--- src/rtl/sine_pkg.sv ---
// Shared definitions for the sine analyzer: hysteresis FSM encoding and mid-scale helper.
package sine_pkg;

  typedef enum logic {
    SEEK_LOW  = 1'b0,
    SEEK_HIGH = 1'b1
  } state_e;

  function automatic int mid(input int size);
    return 1 << (size - 1);
  endfunction

endpackage

--- src/rtl/sine_analyzer_crossing_detector.sv ---
// Hysteresis FSM that strobes `rise_o` combinationally on a valid rising mid-scale crossing.
module crossing_detector
  import sine_pkg::*;
#(
  parameter int SINE_SIZE = 12,
  parameter int HYST      = 16
) (
  input  logic                 clk_i,
  input  logic                 rst_ni,
  input  logic                 sample_valid_i,
  input  logic [SINE_SIZE-1:0] sample_i,
  input  logic                 force_low_i,
  output logic                 rise_o
);

  localparam logic [SINE_SIZE-1:0] TL = SINE_SIZE'(mid(SINE_SIZE) - HYST);
  localparam logic [SINE_SIZE-1:0] TH = SINE_SIZE'(mid(SINE_SIZE) + HYST);

  state_e state_q, state_d;

  always_ff @(posedge clk_i or negedge rst_ni) begin
    if (!rst_ni) state_q <= SEEK_LOW;
    else         state_q <= state_d;
  end

  always_comb begin
    state_d = state_q;
    rise_o  = 1'b0;
    if (sample_valid_i) begin
      unique case (state_q)
        SEEK_LOW:  if (sample_i < TL) state_d = SEEK_HIGH;
        SEEK_HIGH: if (sample_i >= TH) begin
          state_d = SEEK_LOW;
          rise_o  = 1'b1;
        end
        default:   state_d = SEEK_LOW;
      endcase
    end
    // Overflow only happens on non-crossing samples, so forcing never hides a rise.
    if (force_low_i) state_d = SEEK_LOW;
  end

endmodule

--- src/rtl/sine_analyzer.sv ---
// Measures period, peak, trough and amplitude of each sine cycle delimited by rising crossings.
module sine_analyzer
  import sine_pkg::*;
#(
  parameter int SINE_SIZE   = 12,
  parameter int HYST        = 16,
  parameter int PERIOD_SIZE = 16,
  parameter int LOCK_TOL    = 1
) (
  input  logic                   clk_i,
  input  logic                   rst_ni,
  input  logic                   sample_valid_i,
  input  logic [SINE_SIZE-1:0]   sample_i,
  output logic [PERIOD_SIZE-1:0] period_o,
  output logic [SINE_SIZE-1:0]   peak_o,
  output logic [SINE_SIZE-1:0]   trough_o,
  output logic [SINE_SIZE-1:0]   amplitude_o,
  output logic                   result_valid_o,
  output logic                   locked_o,
  output logic                   overflow_o
);

  localparam logic [PERIOD_SIZE-1:0] PMAX = '1;
  localparam logic [PERIOD_SIZE-1:0] TOL  = PERIOD_SIZE'(LOCK_TOL);

  logic                   rise;
  logic                   ovf_now;
  logic [PERIOD_SIZE-1:0] diff;

  logic                   have_prev_q, have_prev_d;
  logic                   have_pp_q, have_pp_d;
  logic [PERIOD_SIZE-1:0] count_q, count_d;
  logic [PERIOD_SIZE-1:0] prev_period_q, prev_period_d;
  logic [SINE_SIZE-1:0]   run_max_q, run_max_d, run_min_q, run_min_d;
  logic [PERIOD_SIZE-1:0] period_q, period_d;
  logic [SINE_SIZE-1:0]   peak_q, peak_d, trough_q, trough_d, amp_q, amp_d;
  logic                   rv_q, rv_d, locked_q, locked_d, ovf_q, ovf_d;

  crossing_detector #(
    .SINE_SIZE (SINE_SIZE),
    .HYST      (HYST)
  ) u_xdet (
    .clk_i          (clk_i),
    .rst_ni         (rst_ni),
    .sample_valid_i (sample_valid_i),
    .sample_i       (sample_i),
    .force_low_i    (ovf_now),
    .rise_o         (rise)
  );

  assign ovf_now = sample_valid_i && !rise && have_prev_q && (count_q == PMAX);
  assign diff    = (count_q >= prev_period_q) ? count_q - prev_period_q
                                              : prev_period_q - count_q;

  always_comb begin
    have_prev_d   = have_prev_q;
    have_pp_d     = have_pp_q;
    count_d       = count_q;
    prev_period_d = prev_period_q;
    run_max_d     = run_max_q;
    run_min_d     = run_min_q;
    period_d      = period_q;
    peak_d        = peak_q;
    trough_d      = trough_q;
    amp_d         = amp_q;
    locked_d      = locked_q;
    rv_d          = 1'b0;
    ovf_d         = 1'b0;
    if (sample_valid_i) begin
      if (rise) begin
        if (have_prev_q) begin
          period_d      = count_q;
          peak_d        = run_max_q;
          trough_d      = run_min_q;
          amp_d         = run_max_q - run_min_q;
          rv_d          = 1'b1;
          locked_d      = have_pp_q && (diff <= TOL);
          prev_period_d = count_q;
          have_pp_d     = 1'b1;
        end
        // The crossing sample seeds the new cycle.
        have_prev_d = 1'b1;
        count_d     = PERIOD_SIZE'(1);
        run_max_d   = sample_i;
        run_min_d   = sample_i;
      end else if (have_prev_q) begin
        if (ovf_now) begin
          ovf_d       = 1'b1;
          have_prev_d = 1'b0;
          have_pp_d   = 1'b0;
          locked_d    = 1'b0;
        end else begin
          count_d = count_q + 1'b1;
          if (sample_i > run_max_q) run_max_d = sample_i;
          if (sample_i < run_min_q) run_min_d = sample_i;
        end
      end
    end
  end

  always_ff @(posedge clk_i or negedge rst_ni) begin
    if (!rst_ni) begin
      have_prev_q   <= 1'b0;
      have_pp_q     <= 1'b0;
      count_q       <= '0;
      prev_period_q <= '0;
      run_max_q     <= '0;
      run_min_q     <= '0;
      period_q      <= '0;
      peak_q        <= '0;
      trough_q      <= '0;
      amp_q         <= '0;
      rv_q          <= 1'b0;
      locked_q      <= 1'b0;
      ovf_q         <= 1'b0;
    end else begin
      have_prev_q   <= have_prev_d;
      have_pp_q     <= have_pp_d;
      count_q       <= count_d;
      prev_period_q <= prev_period_d;
      run_max_q     <= run_max_d;
      run_min_q     <= run_min_d;
      period_q      <= period_d;
      peak_q        <= peak_d;
      trough_q      <= trough_d;
      amp_q         <= amp_d;
      rv_q          <= rv_d;
      locked_q      <= locked_d;
      ovf_q         <= ovf_d;
    end
  end

  assign period_o       = period_q;
  assign peak_o         = peak_q;
  assign trough_o       = trough_q;
  assign amplitude_o    = amp_q;
  assign result_valid_o = rv_q;
  assign locked_o       = locked_q;
  assign overflow_o     = ovf_q;

endmodule

--- config.mk ---
export PLATFORM = sky130hd
export DESIGN_NAME = sine_analyzer
export DESIGN_NICKNAME = d
export VERILOG_FILES = /design/src/rtl/sine_pkg.sv /design/src/rtl/sine_analyzer_crossing_detector.sv /design/src/rtl/sine_analyzer.sv
export SDC_FILE = /design/constraint.sdc
export NUM_CORES = 1
export LEC_CHECK = 0
export ABC_AREA = 1
export CORE_MARGIN = 8
export CORE_UTILIZATION = 54
export CTS_BUF_LIST = sky130_fd_sc_hd__clkbuf_8
export DETAILED_ROUTE_END_ITERATION = 12
export PLACE_DENSITY = 0.81
export SYNTH_ARGS = -nofsm -noshare
export SYNTH_HDL_FRONTEND = slang
export SYNTH_SLANG_ARGS = --single-unit
--- constraint.sdc ---
create_clock -name clk_i -period 3.3 [get_ports clk_i]
set_clock_uncertainty 0.2 [all_clocks]
set_input_delay 0.495 -clock clk_i [delete_from_list [all_inputs] [get_ports clk_i]]
set_output_delay 0.495 -clock clk_i [all_outputs]
set_load 0.005 [all_outputs]
==> impl_results.md <==
* First-pass GRT wire length at 30540 µm
* Top post-synthesis cells by count: nand2_1, inv_1, dfrtp_1, o21ai_0, ha_1
* Htree depth at 3
* Slew Limit Headroom at 55.64%
* CTS tree: yes
* Post-DP HPWL at 14620 µm
* CP top delay family: simple AND/OR/NAND/NOR gates
* Placer Congestion at 0.9308
* Total global-route track usage at 22.65%
* Most common cell in the synthesized netlist: nand2_1
* Leak Pwr at 4.144 nW
* Max stage delay cell, worst path: fa_1
* Max_cap viols at 0
* TritonCTS Buffers at 9
* Worst path required time at 3.41 ns
* Setup ws final at 0.4874 ns
* Synth unique cells at 41
* Clock-pin slew on the worst setup and hold paths at 0.09 ns
* Post-synthesis sequential area ratio at 35.42%
* Router iterations before antenna repair at 5
* Pwr dens at 932.9 nW/µm²
* Max IR drop VDD at 0.4234 mV
* Area of the multi-input gates at 3844 µm²
* Congestion Overflow GR at 0
* Routed Antenna Nets at 0
* Port Buffer Count at 69
* Ant. Diodes at 0
* Main synth FF type: dfrtp_1
* Initial Util at 55.08%
* Std cell rows at 41
* DR DRC count at 0
* Crit path largest cell delay at 0.45 ns
* Final Hold Fails at 0
* WP data arrival at 2.92 ns
* Avg Inst Size Synth at 7.249 µm²
* Final nets at 1109
* Post-layout min period at 2.813 ns
* Critical path, cell by cell: inv_1 > ha_1 > inv_1 > fa_1 > nand2_1 > nand2_1 > a21oi_2 > nand2_1 > nand2_1 > nand2_2 > inv_1 > nand2_1 > nand2_1 > inv_1 > a21oi_1 > nand3_1 > nand2_1
* Post-Syn Area at 6923 µm²
* EDFF count, synth at 0
* DR vias at 6519
* #FFs+latches synth at 98
* Status: finished clean
* Clock Tree Root: clkbuf_8
* Area growth, synth to finish at 15.54%
* Final WL at 18230 µm
* Share of cells above drive strength 1 at 5.922%
* Maximum root-to-sink buffer count at 2
* I/O Pins at 70
* WP buf/inv at 4
* RSZ-0062 raised after global routing: false
* Worst-Margin Slew at 0.6654 ns
* CP Max Fanout at 6
* Register area at 2452 µm²
* Slew Viols, Final at 0
* Fill cell count at 1155
* Skew-Pair Late Insertion Delay at 0.37 ns
* Synth area leaders: dfrtp_1, nand2_1, ha_1
* Fmax achieved at 0.3555 GHz
* Mapped Cells at 955
* Initial antenna violation count at 0
* Post-synth top area cell: dfrtp_1
* Worst hold path type: reg2reg
* Largest net degree at the start of global routing at 53
* Final setup fails at 0
* Core Footprint at 12570 µm²
* Synth Warn # at 0
* DR iter-0 viols at 604
* CP most frequent cell: nand2_1
* Clock tree sinks at 98
* CP endpoint kind: register
* Yosys top cell area share at 35.42%
* Chip height at 129.2 µm
* CP Launch Type: register
* Setup_tns at 0 ns
* Asr flop ratio synth at 100.0%
* Routed len/inst at 15.16 µm
* Vias in the first global route at 6274
* Die area at 16700 µm²
* Die Span X at 129.2 µm
* Critical setup path kind: reg2reg
* Detailed-route vias per instance at 5.423
* Place WS at 0.2880 ns
* Final cycle utilization of the critical path at 85.23%
* Syn Nets at 1039
==> per-stage QoR <==
| step | cells | instance area [µm²] | hold slack [ns] | util [%] | total power (W) |
|---|---|---|---|---|---|
| after floorplan | 955 | 6923 | -0.0005910 | - | 0.005122 |
| after global placement | 1185 | 7796 | 0.2646 | 62.03 | 0.006559 |
| after detailed placement | 1185 | 7796 | 0.2695 | 62.03 | 0.006652 |
| after CTS | 1202 | 7999 | 0.2942 | 63.64 | 0.007454 |
| after global routing | 1202 | 7999 | 0.3119 | 63.64 | 0.008209 |
| final | 1202 | 7999 | 0.2901 | 63.64 | 0.007462 |
==> metal layers <==
metal | global-route usage (%) | routed length, µm | vias up
li1 | - | - | 3243
met1 | 31.13 | 8479 | 3022
met2 | 35.66 | 8405 | 220
met3 | 3.287 | 966 | 34
met4 | 7.947 | 376 | 0
met5 | 0 | 0 | -
==> report_power, final <==
| part | switching [W] | leakage (nW) | internal, W | total (W) |
|---|---|---|---|---|
| registers | 0.000348 | 1.24 | 0.00163 | 0.00198 |
| logic | 0.00282 | 2.80 | 0.00189 | 0.00471 |
| clock network | 0.000429 | 0.101 | 0.000349 | 0.000779 |
| total | 0.00359 | 4.14 | 0.00387 | 0.00746 |
==> cell type report <==
cell class              count  area share [%]
repair buffers             79           9.573
clock buffers               9           1.549
multi-input cells         696           48.05
clock inverters             7          0.8603
inverters                 141           6.617
flip-flops and latches     98           30.66
well taps                 172           2.690
==> worst min-delay path, stage by stage (launching register included) <==
cell,delay [ns]
dfrtp_1,0.36
nand2_1,0.05
nand2_1,0.05
==> worst paths after layout <==
path                             startpoint     endpoint  slack (ns)  cells after the start
worst max-delay path             count_q[0]     locked_o        0.49                     17
worst min-delay path            trough_o[0]  trough_o[0]        0.29                      2
worst max register to register   count_q[0]     locked_o        0.49                     17
worst min register to register  trough_o[0]  trough_o[0]        0.29                      2
max in group asynchronous            rst_ni  trough_o[1]        1.61                      3
min in group asynchronous            rst_ni    peak_o[5]        0.49                      2
==> cells by family (layout without fill, tap and decap cells) <==
group | count (synthesis) | in the layout | synth area share (%)
DFF | 98 | 98 | 35.42
and+or+nand+nor | 453 | 453 | 27.94
buffers and inverters | 161 | 236 | 9.235
xor gates and xnor gates | 10 | 10 | 1.265
AOI/OAI and AO/OA | 164 | 164 | 13.34
adders and majority gates | 69 | 69 | 12.80
==> cells in the final DEF, fill, tap and decap left out, drive strengths merged <==
cell type and n:
a21o 3, o21bai 2, and2 2, a31oi 3, clkbuf 9, bufinv 1, a21boi 2, or2 4
nand3 62, a21oi 58, a211oi 2, nor3 17, dlygate4sd3 1, nor3b 1, ha 66, nor2 52
o31ai 2, xnor2 5, inv 142, o21ai 88, dfrtp 98, xor2 5, clkinvlp 1, clkinv 4
clkdlybuf4s50 68, buf 10, o211ai 2, o221ai 1, nor4 6, o21a 1, nand4 18, fa 3
nand2 291
==> timing repair <==
item | in CTS | in global routing
resized for setup | 0 | 0
buffers inserted | 0 | 0
hold buffers | 1 | 0
hold endpoints to repair | 50 | 0
endpoints found under the setup margin | 0 | 0
==> sequential cells by signal, indices dropped and copies added (netlist names) <==
signal and flops:
amplitude_o 12, count_q 16, have_pp_q 1, have_prev_q 1, locked_o 1, overflow_o 1
peak_o 12, period_o 16, result_valid_o 1, run_max_q 12, run_min_q 12, trough_o 12
u_xdet.state_q 1
Note: power is estimated with default switching activity, not from simulation.
